File: src/rtl/rle_pkg.sv
// Shared constants and state encoding for the RLE encode/decode path.
// Run word layout: [BIT_ID] = bit value, [CNT_MSB:0] = run length.
package rle_pkg;
  localparam int WORD_W  = 24;
  localparam int CNT_W   = 23;
  localparam int BYTE_W  = 8;
  localparam int BIT_ID  = 23;
  localparam int CNT_MSB = 22;
  localparam int FILL_W  = 4;

  typedef enum logic [3:0] {
    IDLE, REQ, WAIT, LOAD, FILL, WRITE, WACK, FLUSH, DONE
  } state_t;
endpackage

File: src/rtl/rle_bit_packer.sv
// One packing step: drops up to (8 - fill) copies of cur_bit into pack,
// starting at bit position fill (LSB-first).
// Ports:
//   pack, fill, remaining, cur_bit         - current packer/run state
//   next_pack, next_fill, next_remaining   - state after one step
module rle_bit_packer
  import rle_pkg::*;
(
  input  logic [BYTE_W-1:0] pack,
  input  logic [FILL_W-1:0] fill,
  input  logic [CNT_W-1:0]  remaining,
  input  logic              cur_bit,
  output logic [BYTE_W-1:0] next_pack,
  output logic [FILL_W-1:0] next_fill,
  output logic [CNT_W-1:0]  next_remaining
);
  logic [CNT_W-1:0] space, n, lo, hi;

  always_comb begin
    // fill is 0..8, so space never underflows
    lo             = {{(CNT_W-FILL_W){1'b0}}, fill};
    space          = CNT_W'(BYTE_W) - lo;
    n              = (remaining < space) ? remaining : space;
    hi             = lo + n;
    next_fill      = fill + n[FILL_W-1:0];
    next_remaining = remaining - n;
    next_pack      = pack;
    for (int i = 0; i < BYTE_W; i++) begin
      if (CNT_W'(i) >= lo && CNT_W'(i) < hi) next_pack[i] = cur_bit;
    end
  end
endmodule

File: src/rtl/rle_dec.sv
// Run-length decoder: reads 24-bit run words from an input FIFO, expands
// them into a bitstream and writes LSB-first packed bytes to an output FIFO.
// A partial tail byte is flushed on end_of_stream.
// Ports:
//   clk, rst              - clock, synchronous active-high reset
//   recv_ready / rd_req   - input FIFO not-empty / one-cycle read pulse
//   in_data               - run word, valid the cycle after rd_req
//   send_ready / wr_req   - output FIFO not-full / one-cycle write pulse
//   out_data, out_bits    - written byte and its count of valid bits
//   end_of_stream, done   - stream end input / high while finished
module rle_dec
  import rle_pkg::*;
(
  input  logic              clk,
  input  logic              rst,
  input  logic              recv_ready,
  input  logic              send_ready,
  input  logic [WORD_W-1:0] in_data,
  input  logic              end_of_stream,
  output logic              rd_req,
  output logic              wr_req,
  output logic [BYTE_W-1:0] out_data,
  output logic [FILL_W-1:0] out_bits,
  output logic              done
);
  state_t            state, state_n;
  logic              cur_bit, cur_bit_n;
  logic [CNT_W-1:0]  remaining, remaining_n;
  logic [FILL_W-1:0] fill, fill_n;
  logic [BYTE_W-1:0] pack, pack_n;
  logic              rd_req_n, wr_req_n, flush_wr, flush_wr_n;
  logic [BYTE_W-1:0] out_data_n;
  logic [FILL_W-1:0] out_bits_n;

  logic [BYTE_W-1:0] pk_pack;
  logic [FILL_W-1:0] pk_fill;
  logic [CNT_W-1:0]  pk_rem;

  rle_bit_packer u_packer (
    .pack           (pack),
    .fill           (fill),
    .remaining      (remaining),
    .cur_bit        (cur_bit),
    .next_pack      (pk_pack),
    .next_fill      (pk_fill),
    .next_remaining (pk_rem)
  );

  assign done = (state == DONE);

  always_ff @(posedge clk) begin
    if (rst) begin
      state     <= IDLE;
      cur_bit   <= 1'b0;
      remaining <= '0;
      fill      <= '0;
      pack      <= '0;
      rd_req    <= 1'b0;
      wr_req    <= 1'b0;
      out_data  <= '0;
      out_bits  <= '0;
      flush_wr  <= 1'b0;
    end else begin
      state     <= state_n;
      cur_bit   <= cur_bit_n;
      remaining <= remaining_n;
      fill      <= fill_n;
      pack      <= pack_n;
      rd_req    <= rd_req_n;
      wr_req    <= wr_req_n;
      out_data  <= out_data_n;
      out_bits  <= out_bits_n;
      flush_wr  <= flush_wr_n;
    end
  end

  always_comb begin
    state_n     = state;
    cur_bit_n   = cur_bit;
    remaining_n = remaining;
    fill_n      = fill;
    pack_n      = pack;
    rd_req_n    = 1'b0;
    wr_req_n    = 1'b0;
    out_data_n  = out_data;
    out_bits_n  = out_bits;
    flush_wr_n  = flush_wr;
    case (state)
      IDLE: begin
        fill_n  = '0;
        pack_n  = '0;
        state_n = REQ;
      end
      REQ: begin
        if (recv_ready) begin
          rd_req_n = 1'b1;
          state_n  = WAIT;
        end else if (end_of_stream) begin
          state_n = (fill != '0) ? FLUSH : DONE;
        end
      end
      WAIT: state_n = LOAD;
      LOAD: begin
        cur_bit_n   = in_data[BIT_ID];
        remaining_n = in_data[CNT_MSB:0];
        // zero-length runs carry no bits; skip straight to the next word
        state_n     = (in_data[CNT_MSB:0] == '0) ? REQ : FILL;
      end
      FILL: begin
        pack_n      = pk_pack;
        fill_n      = pk_fill;
        remaining_n = pk_rem;
        if (pk_fill == FILL_W'(BYTE_W)) state_n = WRITE;
        else if (pk_rem == '0)          state_n = REQ;
      end
      WRITE, FLUSH: begin
        if (send_ready) begin
          out_data_n = pack;
          out_bits_n = fill;
          wr_req_n   = 1'b1;
          flush_wr_n = (state == FLUSH);
          state_n    = WACK;
        end
      end
      WACK: begin
        fill_n = '0;
        pack_n = '0;
        if (remaining != '0) state_n = FILL;
        else if (flush_wr)   state_n = DONE;
        else                 state_n = REQ;
      end
      DONE: if (!end_of_stream) state_n = IDLE;
      default: state_n = IDLE;
    endcase
  end
endmodule

File: config.mk
export PLATFORM = sky130hd
export DESIGN_NAME = rle_dec
export DESIGN_NICKNAME = d
export VERILOG_FILES = /design/src/rtl/rle_pkg.sv /design/src/rtl/rle_bit_packer.sv /design/src/rtl/rle_dec.sv
export SDC_FILE = /design/constraint.sdc
export NUM_CORES = 1
export LEC_CHECK = 0
export CAP_MARGIN = 25
export CORE_MARGIN = 1.5
export CORE_UTILIZATION = 55
export CTS_BUF_LIST = sky130_fd_sc_hd__clkbuf_8
export CTS_CLUSTER_DIAMETER = 120
export DETAILED_ROUTE_END_ITERATION = 12
export GPL_ROUTABILITY_DRIVEN = 0
export GPL_TIMING_DRIVEN = 0
export PLACE_DENSITY = 0.75
export SKIP_CTS_REPAIR_TIMING = 1
export SYNTH_ARGS = -nofsm -noshare
export SYNTH_HDL_FRONTEND = slang
export SYNTH_HIERARCHICAL = 1
export SYNTH_SLANG_ARGS = --single-unit
File: constraint.sdc
create_clock -name clk -period 7.9 [get_ports clk]
set_clock_uncertainty 0.05 [all_clocks]
set_input_delay 2.37 -clock clk [delete_from_list [all_inputs] [get_ports clk]]
set_output_delay 2.37 -clock clk [all_outputs]
set_load 0.01 [all_outputs]
==> results.cfg, run 1 <==
[status]
result_of_the_run = completed

[global_route]
grt.busiest_layer = met2
global_route.usage.met3_pct = 5.13
grt_first_pass_wirelength_um = 24200
grt_overflow_total = 0
grt_start_max_net_pins = 19
grtUsageMet2_pct = 50.6
routing_usage_on_met1_pct = 39.9
grtUsageTotal_pct = 30.1
via_count_of_the_first_global_routing_pass = 5049
grt_antenna_before_repair = 0

[timing]
total_negative_setup_slack_ns = 0
fmax_mhz = 133
time_the_worst_path_needs_with_i_o_delays_and_setup_ns = 7.50
timing_max_transition_violations_final = 0
min_period_over_period_pct = 94.9
max_slew_margin_pct = 56.8
final_hold_viol_count = 0
finalSetupViolCount = 0
tightestPinTransition_ns = 0.641
postLayoutSetupSlackWorst_ns = 0.401

[worst_hold_path]
hp-start = out_bits[0]
hold_end = out_bits[0]
worstHoldPathCells = 2
worst_hold_path_class = reg -> reg

[route]
first_pass_iters = 7
drc = 0
drt_first_iter_violations = 407
ant_nets = 0
routed_wl_um = 15100
via_per_inst = 6.62
routed_length_per_placed_instance_um = 18.4
via_count = 5428

[synthesis]
synth.cells.most_frequent = 72 x nor2_1, 65 x nand2_1, 61 x a21oi_1
synthTopCellsByArea = dfxtp_1 22%, ha_1 12%, a21oi_1 6.0%
netlist_area_mm2 = 0.00511
synth.largest_area_cell = dfxtp_1
synth_compound_area_share_pct = 26.1
synth_top_family_by_area = compound AO/OA/AOI/OAI gates
yosysWarnings = 6
synth_top_cell_area_share_pct = 21.6
synth-seq-area-share_pct = 21.6
synth-edff-count = 0
postSynthRegisterBits = 55
synthAdderAreaFrac_pct = 13.3
synth.most_common_cell = nor2_1
synth-simple-area-share_pct = 23.1
synthesis.instances = 657
synth.lib_cells_used.distinct = 74
synth-async-reset-ratio_pct = 0
synth_ff_type = dfxtp_1
muxShareOfSynthArea_pct = 7.35
syn_area_per_cell_um2 = 7.77
synth_xor_xnor_area_share_pct = 4.12
synth.net_count = 739

[final_layout]
share_of_layout_cells_above_drive_strength_1_pct = 7.72
net_count_final = 793
diodes = 0
synthToLayoutAreaGrowth_pct = 14.6
layout.cells.non_filler = 820

[worst_setup_path]
worst-r2r-cell-count = 30
crit_path_top_delay_cell = or4_4
setup.worst_path.start_class = flip-flop
path_depth = 30
worstPathMaxFanout = 18
critical_path.n_buffers_inverters = 6
cp_data_required_time_ns = 8.07
setup.worst_path.class = reg -> reg
critPathMaxStageDelay_ns = 0.55
crit_path_end_kind = flip-flop
reg2reg_slack_ns = 0.40
r2r-start = fill[0]
cell_family_contributing_the_most_delay_on_the_critical_path = compound AO/OA/AOI/OAI gates
critical_path.reg2reg.endpoint = state[0]
critical_path_arrival_ns = 7.67

[die]
die_height_um = 99.4
placeableCoreArea_mm2 = 0.00885
pin_count = 44
start_util_pct = 57.7
rows = 34
dieArea_mm2 = 0.00987
die_width_um = 99.4

[clock_network]
insertion_delay_ns = 0.31
clkTransAtPathRegs_ns = 0.10
clock_tree.buffer_depth = 2
root_buffer = clkbuf_8
tritoncts_clock_tree = built
cts_inserted_buffers = 5
clkSinkCount = 55
cts_htree_levels = 2

[placement]
dp_wirelength_um = 11300
port-buffer-count = 42
worst_slack_placed_ns = -0.157
place.detailed.instances = 808

[job]
timing.max_cap.violations = 0
per-stage QoR:
step	hold slack [ns]	area (um^2)	util [%]
after floorplan	0.392	5110	-
after global placement	0.392	5660	64.0
after detailed placement	0.397	5680	64.2
after CTS	0.413	5770	65.2
after global routing	0.435	5850	66.1
final	0.410	5850	66.1
metal layers:
metal  up-vias  wire [um]
met1      2573       6510
met3        31       1230
met4         0        327
met5         -          0
met2       236       7000
li1       2588          -
sequential cells by signal, indices dropped and copies added (netlist names):
name	cells
out_bits	4
out_data	8
state	4
fill	4
flush_wr	1
cur_bit	1
pack	8
rd_req	1
remaining	23
wr_req	1
worst max path at each step:
stage	startpoint	endpoint	slack [ns]
3_3_place_gp	fill[1]	state[0]	-0.88
4_1_cts	fill[1]	state[0]	-0.23
5_1_grt	fill[0]	state[0]	-0.06
3_5_place_dp	fill[1]	state[0]	-0.16
6_report	fill[0]	state[0]	0.40
2_1_floorplan	fill[1]	state[0]	0.92
worst reg2reg max path: cells and delay by family (launching register included):
kind / cells / cell delay, ns
AO/OA/AOI/OAI: 12 / 2.92
XOR/XNOR: 1 / 0.14
adder cells (fa/ha/maj): 4 / 1.18
buffers and inverters: 6 / 1.00
flip-flops: 1 / 0.41
AND/OR/NAND/NOR: 7 / 1.71
logic make-up (layout without fill, tap and decap cells):
kind of cell	after synthesis	count (layout)
buffers and inverters	58	113
DFF	55	55
and+or+nand+nor	234	234
muxes	36	36
AOI/OAI and AO/OA	197	197
xor gates and xnor gates	24	24
adders and majority gates	53	53
layout make-up:
class	count	area (um^2)
multi-input combinational	544	3820
fill	813	3000
sequential	55	1110
timing repair buffer	47	465
tap	108	135
buffer	27	116
inverter	31	116
clock buffer	5	68.8
clock inverter	3	21.3
layout by cell type (no fill, tap or decap), drive strengths merged, types with 8 or more instances in the layout:
cell type / count
a31oi: 8
a22oi: 13
and2: 8
nand2: 65
nand3: 18
nand4: 11
clkbuf: 25
nor2: 72
a221oi: 8
mux2i: 24
buf: 11
nor3: 12
dfxtp: 55
o21ai: 24
clkdlybuf4s50: 42
xnor2: 14
xor2: 10
inv: 32
ha: 51
o21a: 8
mux2: 12
nor4: 17
a21oi: 61
a211oi: 28
Power of run 1 is not shown: default switching activity piles up to over one toggle a cycle in this logic, so the estimate is an artifact.
==> run 2: changes to the inputs <==
--- a/config.mk
+++ b/config.mk
@@ -13,7 +13,8 @@
 export DETAILED_ROUTE_END_ITERATION = 12
 export GPL_ROUTABILITY_DRIVEN = 0
 export GPL_TIMING_DRIVEN = 0
-export PLACE_DENSITY = 0.75
+export PLACE_DENSITY = 0.87
+export SETUP_SLACK_MARGIN = 0.15
 export SKIP_CTS_REPAIR_TIMING = 1
 export SYNTH_ARGS = -nofsm -noshare
 export SYNTH_HDL_FRONTEND = slang
==> run 2 against run 1 <==
Net effect:
- maximum frequency up 0.54%
- critical path depth unchanged
- via count rose by 3.2%
- highest routed layer unchanged
- hold slack worse by 0.00099 ns
- non-clock buffer count fell by 3
- first-iteration DRC count increased by 49%
- utilization is 0.33 points higher
- die area is the same
- final cell count down 0.37%
- final area up 0.49%
- critical endpoint unchanged
- sequential cell count stayed put
- routed wire length is 2.0% higher
==> results.cfg, run 2 (synthesis results as in run 1) <==
[status]
result_of_the_run = completed

[die]
rows = 34
pin_count = 44
start_util_pct = 57.7
dieArea_mm2 = 0.00987
die_width_um = 99.4
die_height_um = 99.4
placeableCoreArea_mm2 = 0.00885

[timing]
time_the_worst_path_needs_with_i_o_delays_and_setup_ns = 7.46
tightestPinTransition_ns = 0.626
final_hold_viol_count = 0
min_period_over_period_pct = 94.4
fmax_mhz = 134
grt_setup_unrepaired = no
timing_max_transition_violations_final = 0
max_slew_margin_pct = 57.7
finalSetupViolCount = 0
hold_ws_ns = 0.409

[final_layout]
share_of_layout_cells_above_drive_strength_1_pct = 7.62
design_area_mm2 = 0.00588
net_count_final = 790
largest_register_ffs = 23
largest_register = remaining
synthToLayoutAreaGrowth_pct = 15.2
reg.largest.list = remaining x23, out_data x8, pack x8
diodes = 0
final.fill_count = 721
mostFrequentLayoutCells = 71 x nor2_1, 65 x nand2_1, 60 x a21oi_1
final_common_cell = nor2_1

[worst_setup_path]
crit_path_top_delay_cell = or4_4
setup.worst_path.class = reg -> reg
crit_path_end_kind = flip-flop
path_depth = 30
critPathMaxStageDelay_ns = 0.56
cell_family_contributing_the_most_delay_on_the_critical_path = compound AO/OA/AOI/OAI gates
critical_path.n_buffers_inverters = 6
r2r-start = fill[0]
critical_path_arrival_ns = 7.63
worstPathMaxFanout = 23
cp_data_required_time_ns = 8.08
critical_path.reg2reg.endpoint = state[0]
reg2reg_slack_ns = 0.44
timing.critical_path.from = fill[0]
cp-endpoint = state[0]
setup.worst_path.start_class = flip-flop
worst-r2r-cell-count = 30

[route]
via_per_inst = 6.86
drc = 0
routed_wl_um = 15400
ant_nets = 0
first_pass_iters = 5
drt_first_iter_violations = 607
routed_length_per_placed_instance_um = 18.8
via_count = 5603

[clock_network]
tritoncts_clock_tree = built
cts_htree_levels = 2
clock_tree.buffer_depth = 2
root_buffer = clkbuf_8
clkSinkCount = 55
clkTransAtPathRegs_ns = 0.11
cts_inserted_buffers = 5
insertion_delay_ns = 0.32

[job]
timing.max_cap.violations = 0

[worst_hold_path]
worst_hold_path_class = reg -> reg

[global_route]
grt_overflow_total = 0
grt_first_pass_wirelength_um = 24400
grt_start_max_net_pins = 24
grt_antenna_before_repair = 0
via_count_of_the_first_global_routing_pass = 5262
grtUsageTotal_pct = 30.0

[placement]
port-buffer-count = 42
dp_wirelength_um = 11300
placedInstanceArea_mm2 = 0.00568
run 2: cell count changes in the layout (fill, tap and decap cells not counted), moves of 2 or more:
cell and change:
o21ai_0 -2, o21ai_1 +2, clkinv_4 -2, bufinv_16 +2
buf_4 -3
run 2: worst min-delay path, stage by stage, from the launching register on:
cell and delay (ns):
dfxtp_1 0.33, nand2_1 0.05, a21oi_1 0.05
run 2: metrics by stage:
step | util [%] | setup slack [ns] | std cells | TNS [ns]
after floorplan | - | 0.920 | 657 | 0
after global placement | 64.0 | -0.769 | 807 | -2.74
after detailed placement | 64.2 | 0.0152 | 808 | 0
after CTS | 65.8 | -0.0807 | 816 | -0.0871
after global routing | 66.5 | 0.181 | 817 | 0
final | 66.5 | 0.441 | 817 | 0
run 2: final cells by class:
cell class | instances | area [um^2] | area share, %
plain buffers | 27 | 116 | 1.98
clock buffers | 5 | 68.8 | 1.17
clock inverters | 3 | 71.3 | 1.21
inverters | 31 | 116 | 1.98
multi-input cells | 544 | 3820 | 65.0
flip-flops and latches | 55 | 1110 | 18.8
well taps | 108 | 135 | 2.30
repair buffers | 44 | 443 | 7.53
run 2: per-layer routing:
layer	vias up	track usage, %	part of all wire, %
met5	-	0	0
met4	0	11.6	3.8
met3	81	3.87	8.3
met2	358	51.3	47
met1	2602	38.6	41
li1	2562	-	-
run 2: worst min-delay path by stage:
stage | slack, ns | endpoint | from | cells after the start
after global placement | 0.39 | out_data[4] | out_data[4] | 2
final | 0.41 | out_data[3] | out_data[3] | 2
after CTS | 0.41 | out_data[1] | out_data[1] | 2
after detailed placement | 0.40 | out_data[1] | out_data[1] | 2
after floorplan | 0.39 | out_data[0] | pack[0] | 2
after global routing | 0.45 | out_bits[0] | out_bits[0] | 2
Power of run 2 is left out for the same reason.
